## src/rtl/branch_unit_ras.sv

```systemverilog
// Registered branch-resolution unit with a circular return-address stack.
// Resolves b/br/conditional/call/ret one cycle after the instruction is presented.
module branch_unit_ras #(
   parameter int unsigned PC_W      = 12,
   parameter int unsigned LABEL_W   = 26,
   parameter int unsigned DATA_W    = 32,
   parameter int unsigned RAS_DEPTH = 8
) (
   input  logic                         clk,
   input  logic                         rst,
   input  logic                         valid_in,
   input  logic [5:0]                   opcode,
   input  logic [LABEL_W-1:0]           label,
   input  logic [DATA_W-1:0]            rs_val,
   input  logic                         carry_flag,
   input  logic                         z_flag,
   input  logic                         overflow_flag,
   input  logic                         sign_flag,
   input  logic [PC_W-1:0]              pc,
   input  logic [DATA_W-1:0]            ra_data_old,
   input  logic                         ras_clear,
   output logic                         valid_out,
   output logic                         is_branch,
   output logic [PC_W-1:0]              pc_target,
   output logic                         ra_we,
   output logic [DATA_W-1:0]            ra_data_new,
   output logic [$clog2(RAS_DEPTH):0]   ras_count,
   output logic                         ras_overflow,
   output logic                         ras_underflow
);

   localparam int unsigned PTR_W = $clog2(RAS_DEPTH);
   localparam int unsigned CNT_W = PTR_W + 1;

   localparam logic [5:0] OP_B    = 6'd48;
   localparam logic [5:0] OP_BR   = 6'd49;
   localparam logic [5:0] OP_BZ   = 6'd50;
   localparam logic [5:0] OP_BNZ  = 6'd51;
   localparam logic [5:0] OP_BCY  = 6'd52;
   localparam logic [5:0] OP_BNCY = 6'd53;
   localparam logic [5:0] OP_BS   = 6'd54;
   localparam logic [5:0] OP_BNS  = 6'd55;
   localparam logic [5:0] OP_BV   = 6'd56;
   localparam logic [5:0] OP_BNV  = 6'd57;
   localparam logic [5:0] OP_CALL = 6'd58;
   localparam logic [5:0] OP_RET  = 6'd59;

   logic [PC_W-1:0]   stack_q [RAS_DEPTH];
   logic [PTR_W-1:0]  tp_q, tp_d;
   logic [CNT_W-1:0]  cnt_q, cnt_d;
   logic              ovf_q, ovf_d;
   logic              unf_q, unf_d;
   logic              valid_q, valid_d;
   logic              br_q, br_d;
   logic [PC_W-1:0]   tgt_q, tgt_d;
   logic              we_q, we_d;
   logic [DATA_W-1:0] rad_q, rad_d;

   logic              push_c;
   logic [PC_W-1:0]   ret_addr_c;
   logic [PC_W-1:0]   lbl_c;
   logic              unused_c;

   assign lbl_c      = label[PC_W-1:0];
   assign ret_addr_c = PC_W'(pc + PC_W'(4));
   assign unused_c   = ^{label, rs_val, ra_data_old};

   // Clear is folded in first so a same-cycle instruction sees an empty stack.
   always_comb begin
      tp_d    = ras_clear ? '0   : tp_q;
      cnt_d   = ras_clear ? '0   : cnt_q;
      ovf_d   = ras_clear ? 1'b0 : ovf_q;
      unf_d   = ras_clear ? 1'b0 : unf_q;
      valid_d = valid_in;
      br_d    = 1'b0;
      tgt_d   = '0;
      we_d    = 1'b0;
      rad_d   = ra_data_old;
      push_c  = 1'b0;
      if (valid_in) begin
         case (opcode)
            OP_B:    begin br_d = 1'b1;           tgt_d = lbl_c; end
            OP_BR:   begin br_d = 1'b1;           tgt_d = rs_val[PC_W-1:0]; end
            OP_BZ:   begin br_d = z_flag;         tgt_d = lbl_c; end
            OP_BNZ:  begin br_d = !z_flag;        tgt_d = lbl_c; end
            OP_BCY:  begin br_d = carry_flag;     tgt_d = lbl_c; end
            OP_BNCY: begin br_d = !carry_flag;    tgt_d = lbl_c; end
            OP_BS:   begin br_d = sign_flag;      tgt_d = lbl_c; end
            OP_BNS:  begin br_d = !sign_flag;     tgt_d = lbl_c; end
            OP_BV:   begin br_d = overflow_flag;  tgt_d = lbl_c; end
            OP_BNV:  begin br_d = !overflow_flag; tgt_d = lbl_c; end
            OP_CALL: begin
               br_d   = 1'b1;
               tgt_d  = lbl_c;
               we_d   = 1'b1;
               rad_d  = DATA_W'(ret_addr_c);
               push_c = 1'b1;
               tp_d   = PTR_W'(tp_d + 1'b1);
               if (cnt_d == CNT_W'(RAS_DEPTH)) ovf_d = 1'b1;
               else                            cnt_d = CNT_W'(cnt_d + 1'b1);
            end
            OP_RET: begin
               br_d = 1'b1;
               if (cnt_d != '0) begin
                  tgt_d = stack_q[tp_d];
                  tp_d  = PTR_W'(tp_d - 1'b1);
                  cnt_d = CNT_W'(cnt_d - 1'b1);
               end else begin
                  tgt_d = ra_data_old[PC_W-1:0];
                  unf_d = 1'b1;
               end
            end
            default: br_d = 1'b0;
         endcase
      end
      if (!br_d) tgt_d = '0;
   end

   always_ff @(posedge clk or negedge rst) begin
      if (!rst) begin
         tp_q    <= '0;
         cnt_q   <= '0;
         ovf_q   <= 1'b0;
         unf_q   <= 1'b0;
         valid_q <= 1'b0;
         br_q    <= 1'b0;
         tgt_q   <= '0;
         we_q    <= 1'b0;
         rad_q   <= '0;
      end else begin
         tp_q    <= tp_d;
         cnt_q   <= cnt_d;
         ovf_q   <= ovf_d;
         unf_q   <= unf_d;
         valid_q <= valid_d;
         br_q    <= br_d;
         tgt_q   <= tgt_d;
         we_q    <= we_d;
         rad_q   <= rad_d;
      end
   end

   // Stack contents are not reset; tp/count define which entries are live.
   always_ff @(posedge clk) begin
      if (push_c) stack_q[tp_d] <= ret_addr_c;
   end

   assign valid_out     = valid_q;
   assign is_branch     = br_q;
   assign pc_target     = tgt_q;
   assign ra_we         = we_q;
   assign ra_data_new   = rad_q;
   assign ras_count     = cnt_q;
   assign ras_overflow  = ovf_q;
   assign ras_underflow = unf_q;

endmodule

```

## config.mk

```make
export PLATFORM = sky130hd
export DESIGN_NAME = branch_unit_ras
export DESIGN_NICKNAME = d
export VERILOG_FILES = /design/src/rtl/branch_unit_ras.sv
export SDC_FILE = /design/constraint.sdc
export NUM_CORES = 1
export LEC_CHECK = 0
export ABC_AREA = 1
export ABC_CLOCK_PERIOD_IN_PS = 4050
export CAP_MARGIN = 20
export CORE_ASPECT_RATIO = 1.2
export CORE_UTILIZATION = 53
export CTS_CLUSTER_DIAMETER = 120
export DETAILED_ROUTE_END_ITERATION = 8
export PLACE_DENSITY = 0.85
export SLEW_MARGIN = 40
export SYNTH_ARGS = -nofsm -noshare
export SYNTH_HDL_FRONTEND = slang
export SYNTH_SLANG_ARGS = --single-unit
```

## constraint.sdc

```tcl
create_clock -name clk -period 4.05 [get_ports clk]
set_clock_uncertainty 0.1 [all_clocks]
set_input_delay 0.6075 -clock clk [delete_from_list [all_inputs] [get_ports clk]]
set_output_delay 0.6075 -clock clk [all_outputs]
set_load 0.1 [all_outputs]
```

# After elaboration in Yosys (flattened, before gate mapping)

Memory sizes are Yosys's and may differ from the RTL's.
Cells that the tools add are included.

Flip-flop bits (word level): 56
RAM bits: 96
Bits of input ports: 116
Output and inout bits: 53
Word-level logic and storage cells: 64
Memories: 1

Memories:

| memory  | words | width | rd ports | clocked after Yosys merged registers in | wr ports | RTL line | RTL |
|---|---|---|---|---|---|---|---|
| stack_q | 8     | 12    | 1        | 0                                       | 1        | 48       | `logic [PC_W-1:0] stack_q [RAS_DEPTH];` |

$add $sub $neg: 5
Equal/unequal tests: 13
Mux-type cells: 29
Reductions and logical operators: 7

Operator list:

| cell                  | count |
|---|---|
| $eq 6x6->1 const B    | 12 |
| $mux 32               | 2 |
| $mux 12               | 3 |
| $pmux 12 s3           | 1 |
| $mux 4                | 4 |
| $mux 1                | 13 |
| $add 12x3->12 const B | 1 |
| $reduce_or 10->1      | 1 |
| $mux 3                | 3 |
| $pmux 1 s9            | 1 |
| $pmux 4 s2            | 1 |
| $pmux 3 s2            | 1 |
| $add 4x1->4 const B   | 1 |
| $eq 4x4->1 const B    | 1 |
| $logic_not 1->1       | 4 |
| $reduce_bool 4->1     | 1 |
| $reduce_or 4->1       | 1 |
| $sub 4x1->4 const B   | 1 |
| $add 3x1->3 const B   | 1 |
| $sub 3x1->3 const B   | 1 |

# Logic depth before layout (Yosys ltp)

Gate-level depths: netlist of run 1.

Depth after elaboration: 6
Gate-level depth with buffers: 12
Depth with buffers taken out: 12

# Worst setup path after synthesis of run 1

Ideal clock, no wire load.

Path type: flip-flop to flip-flop
From: register cnt_q[0], in the netlist ras_count[0]
To: memory stack_q[7][0] (enable)
Setup time: 0.380 ns
Arrival time: 2.521 ns
Data required time: 3.570 ns
Setup slack: 1.049 ns
Cell stages (with the launch flop): 10
Buffers on the path: 0
Period minus slack after synthesis: 3.001 ns
Path through: dfrtp_1 > nand2_1 > ha_1 > nand3_2 > nand2_1 > nand2_1 > nand3_1 > nand2_1 > nand2_1 > nor2_1

Word-level cells in the longest chain between the ends: 5

RTL lines:

| what                   | RTL line | RTL |
|---|---|---|
| from (decl)            | 50       | `logic [CNT_W-1:0] cnt_q, cnt_d;` |
| from (signal assigned) | 132      | `cnt_q <= cnt_d;` |
| $mux 4                 | 71       | `cnt_d = ras_clear ? '0 : cnt_q;` |
| $reduce_bool 4->1      | 104      | `if (cnt_d != '0) begin` |
| $mux 3                 | 104      |  |
| $pmux 3 s2             | 81       | `case (opcode)` |
| $mux 3                 | 80       | `if (valid_in) begin` |
| via tp_d[1]            | 49       | `logic [PTR_W-1:0] tp_q, tp_d;` |
| to (decl)              | 48       |  |

The timed path passes the listed nets, and every way through them passes these cells.

# Final worst setup path of run 1

From: input ras_clear
To: memory stack_q[5][10] (enable)

Word-level cells in the longest chain between the ends: 5
Elaborated cells between the ends (all ways): 8
Those cells by class: add/sub: 2; mux: 5; reduce/logical: 1

RTL lines:

| what                                             | RTL line | RTL |
|---|---|---|
| from (decl)                                      | 21       | `input logic ras_clear,` |
| $mux 3 or $mux 4 (tied branches)                 | 70, 71   |  |
| $sub 3x1->3 or $reduce_bool 4->1 (tied branches) | 106, 104 |  |
| $mux 3                                           | 104      |  |
| $pmux 3 s2                                       | 81       |  |
| $mux 3 (*)                                       | 80       |  |
| via tp_d[1]                                      | 49       |  |

The timed path passes the listed nets; every way through them passes the cells marked *.

==> results of run 1 <==
[metrics by stage]
stage	area [um^2]	setup WS [ps]	util, %	hold WS [ps]	std cells
after floorplan	6840	1050	-	212	710
after global placement	8350	716	66.2	320	993
after detailed placement	8080	702	64.1	324	993
after CTS	8660	1120	68.7	384	1026
after global routing	8680	876	68.8	424	1026
final	8680	1070	68.8	387	1026
[cells by family (layout without fill, tap and decap cells)]
family,Yosys count,count (layout),synth area share (%)
and+or+nand+nor,386,386,24.7
DFF,152,152,62.6
buffers and inverters,112,264,6.84
AOI/OAI and AO/OA,44,44,3.51
xor gates and xnor gates,11,11,1.41
adders and majority gates,5,5,0.914
[metal layers]
metal / vias to the layer above / GRT usage [%] / share of wire [%]
met2: 287 / 47.7 / 53
met5: - / 0 / 0
li1: 2625 / - / -
met1: 2661 / 32.7 / 36
met3: 58 / 5.04 / 6.4
met4: 0 / 14.2 / 4.1
[flip-flops by register name, indices dropped and copies added (netlist names)]
name and cells:
ras_count 4, ras_overflow 1, pc_target 12, ras_underflow 1, ra_data_new 32, tp_q 3, valid_out 1, ra_we 1
stack_q 96, is_branch 1
[power by group]
group	internal (W)	switching (W)	total [W]
Sequential	0.00168	0.00000703	0.00168
Clock	0.000858	0.000661	0.00152
Combinational	0.000112	0.000271	0.000383
[cells in the mapped netlist, drive strengths merged, types with 2 or more instances]
cell | instances | area (um^2)
xor2 | 5 | 43.8
ha | 5 | 62.6
buf | 26 | 145
clkbuf | 7 | 26.3
xnor2 | 6 | 52.6
nand4 | 2 | 12.5
o21ai | 36 | 184
inv | 79 | 297
nand2 | 202 | 773
nor3 | 2 | 10.0
edfxtp | 96 | 2880
a21oi | 4 | 23.8
dfrtp | 56 | 1400
nor2 | 30 | 135
nand3 | 147 | 741
nand3b | 2 | 15.0
[layout make-up]
cell class / instances / share of cell area [%]
clock buffer: 17 / 4.90
clock inverter: 15 / 1.64
inverter: 79 / 3.42
multi-input combinational: 446 / 24.3
sequential: 152 / 49.4
tap: 164 / 2.36
timing repair buffer: 153 / 14.0
[worst max-delay path by stage]
stage | endpoint | slack (ps)
2_1_floorplan | stack_q[7][0]$_DFFE_PP_ | 1050
6_report | stack_q[5][10]$_DFFE_PP_ | 1070
3_5_place_dp | stack_q[3][5]$_DFFE_PP_ | 700
3_3_place_gp | stack_q[1][5]$_DFFE_PP_ | 720
5_1_grt | stack_q[3][4]$_DFFE_PP_ | 880
4_1_cts | stack_q[3][4]$_DFFE_PP_ | 1120
[worst reg2reg max path: cells and delay by family, from the launching register on]
family	cells	cell delay [ps]
simple gates	6	610
flops	1	680
buf+inv	4	810
fa+ha+maj	1	330
==> results.md, run 1 <==
Synthesis:
- The most instantiated flip-flop cell in the synthesis netlist is sky130_fd_sc_hd__edfxtp_1.
- The synthesized design contains 96 enable-type register cells.
- The number of nets in the synthesized netlist is 831.
- Synthesis instantiated 33 different standard cells from the library.
- In this run the cell area of the synthesized design comes to 6840 um^2.
- The proportion of register bits with asynchronous set or reset after synthesis is 36.8%.
- The number of instances in the synthesized netlist is 710.
- The share of the yosys chip area belonging to registers is 62.6%.
- The post-synthesis register bit count is 152.
- After synthesis, the mean cell area works out to 9.64 um^2.
- The number of warnings printed during yosys synthesis is 0.

Global routing:
- The wire length of the first global-routing pass is 27.7 mm.
- The combined global-route utilization of all metal layers is 27.5%.
- The initial antenna violation count was 0.
- The number of global-route vias before repair was 5450.
- The residual overflow from global routing is 0.
- Entering global routing, the biggest net connects 53 pins.

Hold path:
- The number of cells on the worst hold path is 2.
- The worst hold path terminates at ras_underflow$_DFF_PN0_.
- The worst hold path begins at ras_underflow$_DFF_PN0_.
- The class of the tightest hold or removal check is reg2reg.

Routing:
- In the final routed layout, each cell accounts on average for 17.3 um.
- The number of detailed-routing iterations run before antenna repair is 6.
- After detailed routing, the number of vias per cell comes to 5.49.
- For this block, the initial DRC count from the detailed router was 452.
- The final routed DRC violation total is 0.
- The routed via count is 5631.
- The detail route stage leaves a number of antenna-violating nets equal to 0.
- The overall routed net length is 17.8 mm.

Clocking:
- The buffer levels on the longest clock path is 2.
- The hold buffer count at cts is 1.
- TritonCTS built the clock tree.
- Clock tree synthesis found a total of 152 sinks.
- In this run the number of H-tree levels came out at 4.
- Post-CTS repair changed the size of 0 cells.
- Clock tree synthesis inserted a total of 17 buffers.
- The root cell of the clock tree is sky130_fd_sc_hd__clkbuf_16.
- The clock edge transition at the registers on the reported setup and hold paths is 60 ps.
- Clock latency on the worst-skew pair, taken at its later pin, is 420 ps.
- The number of buffers added for setup after CTS is 0.

Floorplanning:
- The standard cell core area is 12600 um^2.
- Once the floorplan was initialized, standard cells occupied 54.3% of the core.
- After floorplanning, the core was divided into 45 placement rows.
- In this run the horizontal extent of the chip is 106 um.
- Measured along the y axis, the die boundary spans 126 um.
- The number of primary I/O pins is 169.
- The die covers 13400 um^2.

Final layout:
- In the final design database the tool counted 970 nets.
- The final-layout fill cell count is 917.
- The fraction of final layout cells with drive strength greater than 1 is 14.2%.
- The repair_antennas step left the layout with diodes totalling 0.
- In the layout the commonest cells are sky130_fd_sc_hd__nand2_1 (198), sky130_fd_sc_hd__nand3_1 (146), sky130_fd_sc_hd__edfxtp_1 (96), sky130_fd_sc_hd__clkdlybuf4s50_1 (80), sky130_fd_sc_hd__inv_1 (74).
- The combined area of the multi-input logic cells is 2110 um^2.
- The leading cell type in the layout, fill and taps excluded is sky130_fd_sc_hd__nand2_1.
- Across the whole layout, storage elements account for 4280 um^2.
- From synthesis to final layout, the design area changed by 26.8%.

STA:
- Of the available clock period, the critical path in the final layout requires 73.6%.
- The number of failing setup endpoints in the final timing report is 0.
- The hold violation total from the final report is 0.
- Setup repair after global routing left no endpoint under its margin.
- The worst slew slack as a fraction of its limit is 42.1%.
- At the pin with the least slew margin, the transition time is 865 ps.
- The shortest period the worst path allows is 2980 ps.
- After routing, the total negative slack on setup checks comes to 0 ps.
- The highest clock frequency the design can meet is 0.336 GHz.
- The count of pins over their slew limit is 0.

Power:
- IR analysis of the VDD net gives a maximum drop of 0.373 mV.
- The leakage power summed over all cells is 3.99 nW.
- Total power for the finished layout comes to 0.00359 W.
- The power per unit of standard cell area is 413 nW/um^2.

Setup path:
- The critical path endpoint category is a flip-flop.
- The number of cells on the worst reg-to-reg path is 11.
- Counting both buffers and inverters, the worst setup path holds a total of 6.
- On the worst path, the slowest cell contributes a delay of 560 ps.
- On the critical path, the stage with the largest delay is an instance of sky130_fd_sc_hd__clkdlybuf4s50_1.
- Data arrives at the worst endpoint at 3000 ps.
- The nature of the critical path startpoint is an input port.
- The startpoint identified for the worst register-to-register timing path is tp_q[0]$_DFF_PN0_.
- The register-to-register setup slack is 1210 ps.
- The most critical setup path has its startpoint at ras_clear.
- The terminus of the critical flop-to-flop path is stack_q[5][10]$_DFFE_PP_.
- The critical path crosses 13 cells after its start point.
- In this design, the largest share of critical-path delay is due to buffers and inverters.
- By startpoint and endpoint, the worst setup path is classified as in2reg.
- The maximum fanout encountered on the critical timing path is 24.
- The critical path goes through clkdlybuf4s50_1, inv_2, buf_4, nand2_1, ha_1, inv_1, nand2_1, nand3_1, nand2_1, inv_2, nand2_1, nor2_1, buf_4.
- Counting stages on the worst path, the most repeated cell is sky130_fd_sc_hd__nand2_1.
- For the worst setup path, the data required time is 4070 ps.

Placed design:
- During placement, the flow inserted port buffers numbering 134.
- The placer congestion estimate is 0.939.
- The wire-length estimate of the detail-placed layout is 11.8 mm.

Job:
- The number of max-cap violations is 0.

Outcome:
- The flow ran to the end, and the final reports show no timing, DRC or antenna violations.
(Power assumes the default switching activity.)
==> inputs of run 2 (changes only) <==
Settings changed: ABC_CLOCK_PERIOD_IN_PS 4050 to 2700, CORE_UTILIZATION 53 to 45, PLACE_DENSITY 0.85 to 0.77.
Clock period 4.05 ns to 2.7 ns, I/O delays scaled along.
==> results.md, run 2 (synthesis results as in run 1) <==
STA:
- The hold violation total from the final report is 0 (unchanged).
- The slew at the pin closest to its max-slew limit is 583 ps (-282 ps).
- The highest clock frequency the design can meet is 0.431 GHz.
- The worst path uses 85.9% of the clock period.
- The number of failing setup endpoints in the final timing report is 0 (unchanged).
- The worst slew slack as a fraction of its limit is 61.1% (+19 points).
- The count of pins over their slew limit is 0 (unchanged).
- The shortest period the worst path allows is 2320 ps.
- Setup repair after global routing left no endpoint under its margin.

Power:
- The leakage power summed over all cells was 4.15 nW (+4.0%).
- The clock network power share is 42.9% (+0.6 points).
- The post-layout total power is 0.00549 W (+53%).
- The switching power share of the total is 25.4% (-0.74 points).
- The power per unit of standard cell area is 603 nW/um^2 (+46%).
- The internal power summed over all cells is 0.00410 W (+55%).
- The proportion of power drawn by combinational gates is 11.1% (+0.4 points).
- The total net switching power is 0.00140 W (+49%).
- The worst-case vdd ir drop came to 0.480 mV (+29%).
- The register share of total power is 46.0% (-1.0 points).

Global routing:
- The initial antenna violation count is 0 (unchanged).
- The combined global-route utilization of all metal layers is 23.6% (-3.9 points).
- The wire length of the first global-routing pass is 27.5 mm (-0.90%).
- The residual overflow from global routing is 0 (unchanged).
- The number of global-route vias before repair is 5281 (-3.1%).
- The maximum number of pins on one net before global-route repair is 42 (-21%).

Placed design:
- The detailed placer's ending HPWL is 12.3 mm (+4.3%).
- The count of port buffers added during placement is 134 (unchanged).
- The placed instance area was 8500 um^2 (+5.1%).
- The placer congestion estimate is 0.882 (-6.1%).

Final layout:
- The fraction of final layout cells with drive strength greater than 1 is 17.0% (+2.8 points).
- The cell area after layout was 9110 um^2 (+5.0%).
- The leading cell type in the layout, fill and taps excluded is sky130_fd_sc_hd__nand2_1.
- The number of flip-flops in the largest register is 96 (unchanged).
- In the layout the commonest cells are sky130_fd_sc_hd__nand2_1 (198), sky130_fd_sc_hd__nand3_1 (146), sky130_fd_sc_hd__buf_4 (97), sky130_fd_sc_hd__edfxtp_1 (96), sky130_fd_sc_hd__clkdlybuf4s50_1 (80).
- The register bank with the most flops is stack_q.
- Relative to the synthesized area, the layout overhead comes to 33.1%.
- The final antenna diode count is 0 (unchanged).
- The final-stage net count is 997 (+2.8%).

Setup path:
- The worst reg2reg path startpoint is ras_count[0]$_DFF_PN0_.
- The critical path data required time is 2710 ps (-1360 ps).
- The critical path endpoint category is a flip-flop.
- The nature of the critical path startpoint is an input port.
- The critical path is of the in2reg type.
- The maximum fanout encountered on the critical timing path is 12 (-50%).
- The terminus of the critical flop-to-flop path is stack_q[3][5]$_DFFE_PP_.
- The depth of the most critical reg-to-reg path is 7 (-4).
- The register-to-register setup slack is 560 ps (-650 ps).
- The worst path arrival time is 2330 ps (-670 ps).

Routing:
- The overall routed net length is 17.8 mm (+0.16%).
- The remaining number of nets flagged by the antenna check after routing is 0 (unchanged).
- The wire length per cell after detailed routing is 16.3 um (-6.0%).
- The routed via count came to 5609 (-0.39%).
- The number of DRC violations after detailed-routing iteration 0 was 576 (+27%).
- The vias per cell is 5.13 (-6.5%).
- The final routed DRC violation total is 0 (unchanged).
- The number of detailed-routing iterations run before antenna repair is 5 (-1).

Floorplanning:
- The number of primary I/O pins is 169 (unchanged).
- The cell row count is 49 (+8.9%).
- The starting density of the core is 45.9% (-8.3 points).
- The height of the die is 137 um (+8.4%).
- The standard cell core area is 14900 um^2 (+18%).
- The area of the die is 15700 um^2 (+17%).
- The horizontal extent of the die came to 115 um (+8.4%).

Outcome:
- The run finished with clean final reports.

Job:
- The number of max-cap violations is 0 (unchanged).

Clocking:
- The clock edge transition at the registers on the reported setup and hold paths came to 60 ps (about the same).
- The number of buffers added for setup after CTS was 0 (unchanged).
- TritonCTS built the clock tree.
- The insertion delay to the later sink of the worst-skew pair is 430 ps (about the same).
- The buffer levels on the longest clock path is 2 (unchanged).
- The number of H-tree levels came to 4 (unchanged).
- The TritonCTS buffer count is 17 (unchanged).
- The root cell of the clock tree is sky130_fd_sc_hd__clkbuf_16.
- The TritonCTS sink count is 152 (unchanged).

Hold path:
- The class of the tightest hold or removal check is in2async.
-- run 2: routing by layer --
layer	up-vias	routed length, um	track usage (%)
li1	2685	-	-
met1	2609	6870	29.7
met2	271	9060	39.5
met3	44	1290	4.16
met4	0	578	11.5
met5	-	0	0
-- run 2: stage by stage --
step / instances / setup slack, ps / util (%) / TNS, ps / hold WS (ps)
floorplan: 710 / 26.0 / - / 0 / 9.41
global placement: 1060 / 29.0 / 57.0 / 0 / 392
detailed placement: 1060 / -65.2 / 57.0 / -2470 / 397
CTS: 1093 / 386 / 61.1 / 0 / 380
global route: 1093 / 173 / 61.1 / 0 / 405
finish: 1093 / 381 / 61.1 / 0 / 359
-- run 2: how the worst max path moves through the flow --
stage / from / end / slack, ps
floorplan: ras_count[0]$_DFF_PN0_ / stack_q[7][0]$_DFFE_PP_ / 30
global placement: ras_clear / stack_q[5][3]$_DFFE_PP_ / 30
detailed placement: ras_clear / stack_q[5][3]$_DFFE_PP_ / -70
CTS: ras_clear / stack_q[5][11]$_DFFE_PP_ / 390
global route: ras_clear / stack_q[2][7]$_DFFE_PP_ / 170
finish: ras_clear / stack_q[3][5]$_DFFE_PP_ / 380
-- run 2: area by class of cell --
class	count	area [um^2]
fillers	1195	5790
repair buffers	180	1580
flip-flops and latches	152	4290
well taps	204	255
clock buffers	17	425
multi-input cells	446	2100
clock inverters	15	165
inverters	79	297
-- run 2: critical path: stages --
cell and delay (ps):
sky130_fd_sc_hd__clkdlybuf4s50_1 500, sky130_fd_sc_hd__inv_2 110, sky130_fd_sc_hd__nand2_1 100, sky130_fd_sc_hd__ha_1 200, sky130_fd_sc_hd__nand3_2 140, sky130_fd_sc_hd__nor2_1 250, sky130_fd_sc_hd__o21ai_0 220, sky130_fd_sc_hd__nor2_1 150
sky130_fd_sc_hd__buf_4 250
-- run 2: what timing repair did --
action                                  4_1_cts  5_1_grt
resized for setup                             0        0
endpoints found under the setup margin        0        0
hold buffers                                  1        0
endpoints found under the hold margin        30        0
-- run 2: power groups by stage --
| stage | registers, W | logic, W | clock network (W) |
|---|---|---|---|
| floorplan | 0.00279 | 0.000125 | 0 |
| global placement | 0.00257 | 0.000599 | 0 |
| detailed placement | 0.00257 | 0.000606 | 0 |
| CTS | 0.00253 | 0.000609 | 0.00239 |
| global route | 0.00253 | 0.000647 | 0.00249 |
| finish | 0.00253 | 0.000610 | 0.00236 |
==> inputs of run 3 (changes only) <==
Settings changed: CAP_MARGIN 20 to default.
==> results of run 3 <==
No change in the layout: final DEF, timing and power equal those of run 2.
